`config.mk`:
```
export PLATFORM = sky130hd
export DESIGN_NAME = prefetch_unit
export DESIGN_NICKNAME = d
export VERILOG_FILES = /design/src/rtl/prefetch_unit.sv
export SDC_FILE = /design/constraint.sdc
export NUM_CORES = 1
export LEC_CHECK = 0
export ABC_AREA = 1
export CORE_ASPECT_RATIO = 1.75
export CORE_MARGIN = 4
export CORE_UTILIZATION = 45
export DETAILED_ROUTE_END_ITERATION = 16
export HOLD_SLACK_MARGIN = 0.08
export PLACE_DENSITY_LB_ADDON = 0.2
export SYNTH_ARGS = -nofsm -noshare
export SYNTH_HDL_FRONTEND = slang
export SYNTH_SLANG_ARGS = --single-unit
```
`constraint.sdc`:
```
create_clock -name clk -period 3.58 [get_ports clk]
set_input_delay 0.358 -clock clk [delete_from_list [all_inputs] [get_ports clk]]
set_output_delay 0.358 -clock clk [all_outputs]
set_load 0.02 [all_outputs]
```
`src/rtl/prefetch_unit.sv`:
```
// Instruction prefetch unit: issues sequential reads to a synchronous ROM
// and buffers {instr, pc} pairs in a credit-managed FIFO with redirect flush.
module prefetch_unit #(
    parameter int XLEN = 32,
    parameter int ADDR_WIDTH = 5,
    parameter int FIFO_DEPTH = 4,
    parameter logic [XLEN-1:0] RESET_PC = '0
) (
    input  logic                           clk,
    input  logic                           rst,
    input  logic                           redirect_valid,
    input  logic [XLEN-1:0]                redirect_pc,
    output logic                           mem_en,
    output logic [ADDR_WIDTH-1:0]          mem_addr,
    input  logic [XLEN-1:0]                mem_rdata,
    output logic                           out_valid,
    input  logic                           out_ready,
    output logic [XLEN-1:0]                out_instr,
    output logic [XLEN-1:0]                out_pc,
    output logic [$clog2(FIFO_DEPTH):0]    fifo_count
);

    localparam int PW = $clog2(FIFO_DEPTH);
    localparam int CW = PW + 1;

    logic [XLEN-1:0] fetch_pc;
    logic [XLEN-1:0] held_pc;
    logic            inflight;
    logic [PW-1:0]   wr_ptr;
    logic [PW-1:0]   rd_ptr;
    logic [CW-1:0]   count;
    logic [XLEN-1:0] instr_q [FIFO_DEPTH];
    logic [XLEN-1:0] pc_q    [FIFO_DEPTH];
    logic [CW:0]     credit;
    logic            issue;
    logic            push;
    logic            pop;
    logic            full;
    logic            unused_lsb;

    // Outstanding read reserves a slot, so the FIFO can never overflow.
    assign credit     = {1'b0, count} + {{CW{1'b0}}, inflight};
    assign issue      = !rst && (credit < (CW+1)'(FIFO_DEPTH));
    assign mem_en     = issue;
    assign mem_addr   = fetch_pc[ADDR_WIDTH+1:2];
    assign out_valid  = (count != '0);
    assign pop        = out_valid && out_ready;
    assign push       = inflight && !redirect_valid;
    assign full       = (count == CW'(FIFO_DEPTH));
    assign out_instr  = instr_q[rd_ptr];
    assign out_pc     = pc_q[rd_ptr];
    assign fifo_count = count;
    assign unused_lsb = ^redirect_pc[1:0];

    always_ff @(posedge clk or posedge rst) begin
        if (rst) begin
            fetch_pc <= RESET_PC;
            held_pc  <= '0;
            inflight <= 1'b0;
        end else if (redirect_valid) begin
            fetch_pc <= {redirect_pc[XLEN-1:2], 2'b00};
            inflight <= 1'b0;
        end else begin
            inflight <= issue;
            if (issue) begin
                held_pc  <= fetch_pc;
                fetch_pc <= fetch_pc + XLEN'(4);
            end
        end
    end

    always_ff @(posedge clk or posedge rst) begin
        if (rst) begin
            wr_ptr <= '0;
            rd_ptr <= '0;
            count  <= '0;
        end else if (redirect_valid) begin
            wr_ptr <= '0;
            rd_ptr <= '0;
            count  <= '0;
        end else begin
            if (push) begin
                wr_ptr <= wr_ptr + PW'(1);
            end
            if (pop) begin
                rd_ptr <= rd_ptr + PW'(1);
            end
            case ({push, pop})
                2'b10:   count <= count + CW'(1);
                2'b01:   count <= count - CW'(1);
                default: count <= count;
            endcase
        end
    end

    always_ff @(posedge clk) begin
        if (push) begin
            instr_q[wr_ptr] <= mem_rdata;
            pc_q[wr_ptr]    <= held_pc;
        end
    end

    overflow_a: assert property (@(posedge clk) disable iff (rst) !(push && full));

endmodule

```
==> summary.md, run 1 <==
| Metric | Value |
|---|---|
| P per Cell Area | 661 nW/um^2 |
| # nets final | 1314 |
| Post-DR vias/cell | 5.23 |
| Max-Cap Viols | 0 |
| Critical path fanouts, max | 64 |
| # Post-CTS Setup Buffers | 0 |
| Final hold vios | 0 |
| CTS Buf Count | 27 |
| Area growth, synth to finish | 20.2% |
| Starting Density | 0.455 |
| HPWL after detailed placement | 17900 um |
| Crit Path Category | reg -> out |
| Tcrit/Tclk final | 0.875 |
| Internal cell power | 7.03 mW |
| HP Class | in -> async |
| Setup crit start kind | flop |
| Diode count | 0 |
| Reg power frac | 0.454 |
| H-tree levels | 1 |
| Clock skew | 0.00808 ns |
| Worst Path Required | 3.22 ns |
| Final GP Congestion | 0.806 |
| Pins Over Slew Limit | 0 |
| Detailed-route DRC error count | 0 |
| Max transition margin | 0.508 |
| Layout cells sized above 1 | 0.0763 |
| Net Sw Frac | 0.319 |
| Final Critical Period | 3.13 ns |
| Clock Latency Late Sink | 0.53 ns |
| DP Cell Count | 1589 |
| Gate Count Post-Synth | 1117 |
| Area of the mapped netlist | 13000 sq um |
| I/O Pins | 142 |
| Die ar. | 31700 sq um |
| Final Hold Slack | 0.230 ns |
| Register area share after synthesis | 0.705 |
| Clk slew on worst S/H paths | 0.06 ns |
| CTS resizes | 0 |
| Endpoints failing setup | 0 |
| Drt pass-1 iters | 5 |
| Arrival time worst endpoint | 2.78 ns |
| Final wirelength | 28400 um |
| Slowest cell on the critical path | clkdlybuf4s50_1 |
| Tot GR Track Use | 0.178 |
| RSZ-0062 raised after global routing | no |
| FILL cells | 2513 |
| Sequence of cells on the critical path | buf_4 > o21ai_0 > o22ai_1 > clkdlybuf4s50_1 |
| CP peak stage delay | 0.68 ns |
| First-pass GRT wire length | 44000 um |
| CTS tree | yes |
| Syn Area/Cell | 11.6 sq um |
| Synth Register Bits | 316 |
| Cts hold-fix bufs | 0 |
| Vias | 8556 |
| Maximum vdd drop | 353 uV |
| Max Buffers Root-to-Sink | 3 |
| Routed len/inst | 17.4 um |
| Logic pwr share | 0.280 |
| Power share of the clock group | 0.265 |
| Port bufs | 137 |
| Largest net degree at the start of global routing | 69 |
| Design area | 15600 sq um |
| P_leak | 5.64 nW |
| Switch Pwr | 3.29 mW |
| Crit path capture type | output port |
| 1st-iter DRT viols | 418 |
| Vias in the first global route | 8387 |
| Layout Cells excl Fill | 1636 |
| # rows | 82 |
| Die Span X | 136 um |
| Clock root cell | clkbuf_16 |
| Ys Warns | 0 |
| Peak Freq | 319 MHz |
| Setup TNS | 0 ns |
| Core area | 28500 sq um |
| Height of the die | 233 um |
| Post-route ant nets | 0 |
| Worst-Margin Slew | 0.738 ns |
| Final core utilization | 0.547 |
| Post-place instance area | 14800 sq um |
| CTS Sinks | 316 |
| Initial antenna violation count | 0 |
| Synth cell types | 34 |
| Reg2Reg Setup Slack | 1.72 ns |
| Total gr overflow | 0 |
| Status | complete, no violations |
==> layout by cell type (no fill, tap or decap), types with 2 or more instances in the layout <==
master,n
a21oi_1,6
buf_12,8
buf_4,13
clkbuf_1,4
clkbuf_16,27
clkbuf_8,2
clkdlybuf4s50_1,137
clkinv_1,5
clkinv_2,6
clkinvlp_4,2
conb_1,2
dfrtp_1,66
edfxtp_1,248
ha_1,5
inv_1,57
inv_2,5
nand2_1,141
nand2_2,8
nand3_1,47
nand3_2,3
nand3b_1,5
nand4_1,7
nor2_1,174
nor2_2,8
nor2_4,8
o211ai_1,2
o21ai_0,155
o21ai_1,23
o21bai_1,3
o22ai_1,62
xnor2_1,3
xor2_1,6
==> stage by stage <==
stage | power (mW) | setup slack (ns)
after global placement | 7.64 | 0.967
final | 10.3 | 0.446
after global routing | 10.8 | 0.255
after detailed placement | 7.71 | 0.967
after floorplan | 6.39 | -0.196
after CTS | 10.5 | 0.385
==> power by group through the flow <==
stage                     combinational, mW  clock (mW)  sequential (mW)
after detailed placement               2.94           0             4.77
after global placement                 2.89           0             4.75
after global routing                   3.15        2.95             4.74
final                                  2.89        2.74             4.69
after floorplan                        1.71           0             4.67
after CTS                              2.95        2.82             4.69
==> registers in the layout, indices dropped and copies added, names as in the netlist <==
register and flops:
instr_q 128, held_pc 30, wr_ptr 2, inflight 1, pc_q 120, fifo_count 3
fetch_pc 30, rd_ptr 2
==> critical path: cells and delay by family, from the launching register on <==
kind                   cells  cell delay, ns
buffers and inverters      2            1.21
AOI/OAI and AO/OA          2            0.55
DFF                        1            0.47
==> logic make-up after synthesis <==
| logic type | count (synthesis) | synth area share |
|---|---|---|
| flip-flops | 316 | 0.705 |
| AND/OR/NAND/NOR | 404 | 0.133 |
| adder cells (fa/ha/maj) | 6 | 0.00636 |
| other | 1 | 0.000289 |
| buffers and inverters | 128 | 0.0443 |
| XOR/XNOR | 9 | 0.00607 |
| AO/OA/AOI/OAI | 253 | 0.105 |
==> cell type report <==
| class | instances | area (sq um) | share of cell area |
|---|---|---|---|
| multi-input combinational | 674 | 3290 | 0.211 |
| clock buffer | 33 | 718 | 0.0460 |
| timing repair buffer | 158 | 1630 | 0.104 |
| sequential | 316 | 9150 | 0.587 |
| inverter | 63 | 238 | 0.0152 |
| tap | 378 | 473 | 0.0303 |
| clock inverter | 14 | 100 | 0.00642 |
==> synth_stat cells <==
cell type	n	area, sq um
a21oi_1	6	30.0
a22oi_1	1	7.51
a31oi_1	1	6.26
buf_2	13	65.1
buf_4	13	97.6
buf_6	4	45.0
clkbuf_1	35	131
clkinv_1	1	3.75
conb_1	1	3.75
dfrtp_1	68	1700
edfxtp_1	248	7450
fa_1	1	20.0
ha_1	5	62.6
inv_1	58	218
inv_2	4	15.0
nand2_1	141	529
nand2_2	8	50.1
nand3_1	47	235
nand3_2	3	30.0
nand3_4	1	17.5
nand3b_1	5	37.5
nand4_1	7	43.8
nor2_1	178	668
nor2_2	8	50.1
nor2_4	4	45.0
nor2_8	1	20.0
nor3_1	1	5.00
o211ai_1	2	15.0
o21ai_0	155	776
o21ai_1	23	115
o21bai_1	3	22.5
o22ai_1	62	388
xnor2_1	3	26.3
xor2_1	6	52.6
==> per-layer routing <==
layer / global-route usage / wire [um] / share of wire
met1: 0.203 / 11100 / 0.39
met2: 0.333 / 15400 / 0.54
met3: 0.0201 / 1020 / 0.036
met4: 0.0700 / 878 / 0.031
met5: 0 / 0 / 0
==> worst paths after layout <==
path / cells after the start / end / startpoint
setup reg to reg: 8 / fifo_count[2] / inflight
setup / recovery: 4 / out_pc[24] / rd_ptr[0]
hold reg to reg: 0 / pc_q[3][16] / held_pc[16]
hold / removal: 3 / wr_ptr[0] / rst
max in group asynchronous: 3 / held_pc[9] / rst
min in group clk: 3 / fetch_pc[3] / redirect_pc[3]
No activity file was read; power rests on OpenSTA's default activity.
==> inputs of run 2 (changes only) <==
--- a/constraint.sdc
+++ b/constraint.sdc
@@ -3,2 +3,2 @@
 set_output_delay 0.358 -clock clk [all_outputs]
-set_load 0.02 [all_outputs]
+set_load 0.1 [all_outputs]
==> run 2 against run 1 <==
Compared with the run above:
- combinational power increased by 74%
- worst hold slack improved by 0.054 ns
- critical path type unchanged
- clock power is 8.4% higher
- clock-buffer cell count unchanged
- cell area is 0.46% lower
- sequential power is essentially flat
- non-clock buffer count grew 2
- wire length fell by 1.7%
- first-iteration DRC count grew 13%
==> summary.md, run 2 (synthesis results as in run 1) <==
| Metric | Value |
|---|---|
| Status | complete, no violations |
| Largest register FFs | 128 (unchanged) |
| Final hold vios | 0 (unchanged) |
| Cts hold-fix bufs | 0 (unchanged) |
| # nets final | 1317 (+0.23%) |
| CP peak stage delay | 0.53 ns (-0.15 ns) |
| Final GP Congestion | 0.806 (about the same) |
| CTS tree | yes |
| GR met3 Demand/Resource | 0.0234 (+0.00325) |
| # rows | 82 (unchanged) |
| CTS Sinks | 316 (unchanged) |
| Crit path capture type | output port |
| Worst R2R Path Depth | 8 (unchanged) |
| Vias in the first global route | 8196 (-2.3%) |
| H-tree levels | 1 (unchanged) |
| Top Registers | instr_q (128), pc_q (120) |
| Reg2Reg Setup Slack | 1.73 ns (about the same) |
| Top cell by count, worst path | buf_4 |
| Area growth, synth to finish | 19.6% |
| Clk slew on worst S/H paths | 0.07 ns (about the same) |
| Power share of the clock group | 0.234 (-0.031) |
| Post-DR vias/cell | 5.15 (-1.6%) |
| Endpoints failing setup | 0 (unchanged) |
| Internal cell power | 7.11 mW (+1.1%) |
| Detailed-route DRC error count | 0 (unchanged) |
| Worst setup startpoint | rd_ptr[0] |
| Initial antenna violation count | 0 (unchanged) |
| Reg2Reg Capture Point | fifo_count[2] |
| Max transition margin | 0.348 (-0.160) |
| M1 GR Usage | 0.191 (-0.0121) |
| I/O Pins | 142 (unchanged) |
| Clock Latency Late Sink | 0.55 ns (+0.02 ns) |
| HPWL after detailed placement | 17600 um (-1.4%) |
| Layout cells sized above 1 | 0.130 (+0.0533) |
| Drt pass-1 iters | 4 (-1) |
| Top Usage Layer GRT | met2 |
| # Post-CTS Setup Buffers | 0 (unchanged) |
| Clock root cell | clkbuf_16 |
| Commonest non-fill, non-tap cell in the layout | edfxtp_1 |
| Tcrit/Tclk final | 0.795 (-0.0802) |
| Final Hold Slack | 0.284 ns (+0.0545 ns) |
| CTS Buf Count | 28 (+3.7%) |
| Tot GR Track Use | 0.174 (-0.00373) |
| Max-Cap Viols | 0 (unchanged) |
| RSZ-0062 raised after global routing | no |
| Final wirelength | 27900 um (-1.7%) |
| P_leak | 5.74 nW (+1.7%) |
| Post-route ant nets | 0 (unchanged) |
| First-pass GRT wire length | 42700 um (-2.9%) |
| Net Sw Frac | 0.439 (+0.121) |
| Slowest cell on the critical path | buf_4 |
| 1st-iter DRT viols | 471 (+13%) |
| Logic pwr share | 0.397 (+0.117) |
| P per Cell Area | 817 nW/um^2 (+23%) |
| Setup crit end | out_pc[23] |
| Most frequent cells in the layout | edfxtp_1, nor2_1, o21ai_0 |
| Routed len/inst | 17.0 um (-2.1%) |
| HP Class | in -> async |
| GR Util met2 | 0.332 (-0.00140) |
| Peak Freq | 351 MHz (+10%) |
| Crit Path Category | reg -> out |
| Worst Path Required | 3.22 ns (about the same) |
| Worst-Margin Slew | 0.975 ns (+0.238 ns) |
| Sequence of cells on the critical path | buf_4 > o21ai_0 > o22ai_1 > buf_4 |
| Starting Density | 0.455 (unchanged) |
| Setup TNS | 0 ns (unchanged) |
| Setup crit start kind | flop |
| Port bufs | 137 (unchanged) |
| CTS resizes | 0 (unchanged) |
| Total gr overflow | 0 (unchanged) |
| Critical path fanouts, max | 64 (unchanged) |
| Maximum vdd drop | 535 uV (+51%) |
| Top reg by flops | instr_q |
| Final Critical Period | 2.85 ns (-0.287 ns) |
| Clock skew | 0.0209 ns (+0.0129 ns) |
| Die Span X | 136 um (unchanged) |
| RR Startpoint | inflight |
| Die ar. | 31700 sq um (unchanged) |
| Core area | 28500 sq um (unchanged) |
| Height of the die | 233 um (unchanged) |
| Pins Over Slew Limit | 0 (unchanged) |
| Max Buffers Root-to-Sink | 3 (unchanged) |
| Largest net degree at the start of global routing | 65 (-5.8%) |
| Diode count | 0 (unchanged) |
| Vias | 8455 (-1.2%) |
| Reg power frac | 0.369 (-0.085) |
| Arrival time worst endpoint | 2.49 ns (-0.29 ns) |
| Switch Pwr | 5.57 mW (+69%) |
## run 2: changes by cell type in the layout (fill, tap and decap cells not counted), sizes merged
cell	before	now
buf	21	87
clkinv	11	12
inv	63	64
clkdlybuf4s50	137	73
bufinv	1	3
clkinvlp	2	3
## run 2: critical path, delay by kind of cell, from the launching register on
kind / cells / cell delay (ns)
compound gates: 2 / 0.62
flops: 1 / 0.42
buf+inv: 2 / 0.90
## run 2: how the worst min path moves through the flow
| stage | cells after the start | slack, ns | end |
|---|---|---|---|
| floorplan | 0 | 0.46 | instr_q[0][0] |
| global placement | 0 | 0.49 | pc_q[1][11] |
| detailed placement | 0 | 0.50 | pc_q[2][17] |
| CTS | 2 | 0.27 | fifo_count[2] |
| global route | 2 | 0.33 | fifo_count[1] |
| finish | 2 | 0.28 | wr_ptr[0] |
## run 2: routing by layer
layer	up-vias	part of all wire
li1	4157	-
met1	4050	0.38
met2	204	0.54
met3	44	0.048
met4	0	0.030
met5	-	0
## run 2: final cells by class
| class | instances | area, sq um |
|---|---|---|
| Multi-Input combinational cell | 674 | 3290 |
| Fill cell | 2447 | 13000 |
| Tap cell | 378 | 473 |
| Sequential cell | 316 | 9150 |
| Clock inverter | 19 | 176 |
| Timing Repair Buffer | 160 | 1460 |
| Clock buffer | 33 | 741 |
| Inverter | 63 | 238 |
## run 2: power by group through the flow
stage                     combinational, mW  sequential, mW  clock [mW]
after global routing                   5.27            4.73        3.18
after CTS                              5.07            4.68        3.04
after detailed placement               5.06            4.76           0
after global placement                 5.03            4.74           0
final                                  5.03            4.68        2.97
after floorplan                        3.86            4.75           0
## run 2: metrics by stage
step	instances	cell area (sq um)	setup WS (ns)	power, mW	utilization
after floorplan	1118	13000	-0.196	8.61	-
after global placement	1591	14600	1.25	9.77	0.512
after detailed placement	1591	14600	1.20	9.82	0.512
after CTS	1643	15500	0.684	12.8	0.545
after global routing	1643	15500	0.608	13.2	0.545
final	1643	15500	0.734	12.7	0.545
==> inputs of run 3 (changes only) <==
clock period = 2.4 ns   (was 3.58 ns; I/O delays follow)
==> run 3 against run 2 <==
Compared with the run above:
- final cell count rose by 0.37%
- combinational power rose by 90%
- core utilization rose by 4.9 points
- sequential power rose by 50%
- critical path depth rose by 1
- non-clock buffer count rose by 6
- total power rose by 66%
- global-route usage rose by 1.5 points
- critical endpoint is now out_pc[13]
- highest routed layer unchanged
==> summary.md, run 3 (synthesis results as in run 1) <==
| Metric | Value |
|---|---|
| Worst R2R Path Depth | 9 (+1) |
| Final hold vios | 0 (unchanged) |
| Reg2Reg Setup Slack | 0.62 ns (-1.11 ns) |
| HPWL after detailed placement | 18600 um (+5.3%) |
| Top reg by flops | instr_q |
| Layout cells sized above 1 | 0.194 (+0.0647) |
| RR Startpoint | fifo_count[1] |
| Vias in the first global route | 8664 (+5.7%) |
| Routed len/inst | 18.6 um (+9.7%) |
| CTS tree | yes |
| Crit Path Category | reg -> out |
| Peak Freq | 431 MHz |
| Layout Cells excl Fill | 1649 (+0.37%) |
| First-pass GRT wire length | 46700 um (+9.2%) |
| Final Critical Period | 2.32 ns |
| Tot GR Track Use | 0.189 (+0.0150) |
| Commonest non-fill, non-tap cell in the layout | edfxtp_1 |
| Post-layout worst setup margin | 0.0810 ns (-0.653 ns) |
| Area growth, synth to finish | 30.4% |
| RSZ-0062 raised after global routing | no |
| Post-DR vias/cell | 5.33 (+3.6%) |
| # nets final | 1323 (+0.46%) |
| H-tree levels | 1 (unchanged) |
| Slowest cell on the critical path | dfrtp_4 |
| CP peak stage delay | 0.58 ns (+0.05 ns) |
| Initial antenna violation count | 0 (unchanged) |
| Reg2Reg Capture Point | fifo_count[2] |
| Largest net degree at the start of global routing | 88 (+35%) |
| Detailed-route DRC error count | 0 (unchanged) |
| Worst Path Required | 2.16 ns (-1.06 ns) |
| Height of the die | 233 um (unchanged) |
| Arrival time worst endpoint | 2.08 ns (-0.41 ns) |
| Largest register FFs | 128 (unchanged) |
| HP Class | in -> async |
| Starting Density | 0.455 (unchanged) |
| Port bufs | 137 (unchanged) |
| Core area | 28500 sq um (unchanged) |
| Tcrit/Tclk final | 0.966 |
| 1st-iter DRT viols | 460 (-2.3%) |
| P_leak | 6.26 nW (+9.1%) |
| DP Cell Count | 1592 (+0.063%) |
| Power, Total | 21.1 mW (+66%) |
| Max-Cap Viols | 0 (unchanged) |
| Final wirelength | 30700 um (+10%) |
| Clock Latency Late Sink | 0.56 ns (about the same) |
| Die ar. | 31700 sq um (unchanged) |
| CP bufs+invs | 3 (+1) |
| Pins Over Slew Limit | 0 (unchanged) |
| Clock root cell | clkbuf_16 |
| Drt pass-1 iters | 4 (unchanged) |
| I/O Pins | 142 (unchanged) |
| Die Span X | 136 um (unchanged) |
| # rows | 82 (unchanged) |
| Top Registers | instr_q (128), pc_q (120) |
| DP Worst Slack | 0.357 ns (-0.843 ns) |
| Critical path fanouts, max | 24 (-63%) |
| Sequence of cells on the critical path | clkinv_8 > buf_4 > nor2_1 > o22ai_2 > buf_12 |
| Final GP Congestion | 0.849 (+5.3%) |
| P per Cell Area | 1250 nW/um^2 (+53%) |
| Clk slew on worst S/H paths | 0.06 ns (about the same) |
| Max Buffers Root-to-Sink | 3 (unchanged) |
| CTS Buf Count | 28 (unchanged) |
| Post-route ant nets | 0 (unchanged) |
| Most frequent cells in the layout | edfxtp_1, nor2_1, o21ai_0 |
| Total gr overflow | 0 (unchanged) |
| Crit path capture type | output port |
| Endpoints failing setup | 0 (unchanged) |
| Setup crit start kind | flop |
| Delay-heaviest family, CP | flip-flops |
| Diode count | 0 (unchanged) |
| Maximum vdd drop | 993 uV (+86%) |
| Clock skew | 0.0261 ns (+0.00511 ns) |
| Status | complete, no violations |
| Vias | 8793 (+4.0%) |
| CTS Sinks | 316 (unchanged) |
-- run 3: cell types whose count changed in the layout (fill, tap and decap cells not counted), moves of 3 or more --
| cell | change |
|---|---|
| o22ai_2 | +62 |
| o21ai_1 | +6 |
| buf_12 | +69 |
| clkbuf_1 | +5 |
| buf_4 | -61 |
| o22ai_1 | -62 |
| dfrtp_1 | -3 |
| clkdlybuf4s50_1 | -8 |
| clkinv_1 | -8 |
| o21ai_0 | -6 |
-- run 3: worst max-delay path by stage --
stage	slack, ns	cells after the start	endpoint	startpoint
2_1_floorplan	0.03	9	fifo_count[2]	fifo_count[1]
6_report	0.08	5	out_pc[13]	rd_ptr[0]
3_5_place_dp	0.36	10	fifo_count[2]	redirect_valid
4_1_cts	-0.005	5	out_pc[14]	rd_ptr[0]
3_3_place_gp	0.37	10	fifo_count[2]	redirect_valid
5_1_grt	0.003	4	out_instr[13]	rd_ptr[0]
-- run 3: timing repair --
item                       CTS  global route
resized for setup            4            13
pin swaps                    0             2
buffers inserted             0             2
gates cloned                 1             2
hold buffers                 0             0
setup endpoints to repair   43            23
-- run 3: metal layers --
layer / wire length [um] / track usage
met4: 1060 / 0.0763
met3: 1010 / 0.0180
met1: 12100 / 0.221
met5: 0 / 0
met2: 16600 / 0.350
-- run 3: area by class of cell --
class | count | area (sq um)
clock inverters | 13 | 169
repair buffers | 166 | 2430
well taps | 378 | 473
clock buffers | 39 | 762
inverters | 63 | 249
fillers | 2364 | 11600
multi-input cells | 674 | 3680
flip-flops and latches | 316 | 9160
-- run 3: where the power goes --
| part | internal (mW) | switching, mW | leakage [nW] | total [mW] |
|---|---|---|---|---|
| logic | 3.04 | 6.50 | 2.72 | 9.54 |
| clock network | 2.57 | 1.95 | 0.446 | 4.52 |
| registers | 6.56 | 0.480 | 3.10 | 7.04 |
| total | 12.2 | 8.94 | 6.26 | 21.1 |
-- run 3: worst min-delay path, stage by stage --
cell             delay (ns)
clkdlybuf4s50_1        0.43
inv_2                  0.08
buf_12                 0.29
-- run 3: stage by stage --
step | TNS (ns) | instance area, sq um | utilization | hold WS, ns
global route | 0 | 16900 | 0.593 | 0.123
floorplan | 0 | 13400 | - | 0.339
detailed placement | 0 | 15900 | 0.556 | 0.501
finish | 0 | 16900 | 0.593 | 0.101
CTS | -0.00509 | 16800 | 0.590 | 0.0982
global placement | 0 | 15900 | 0.556 | 0.489
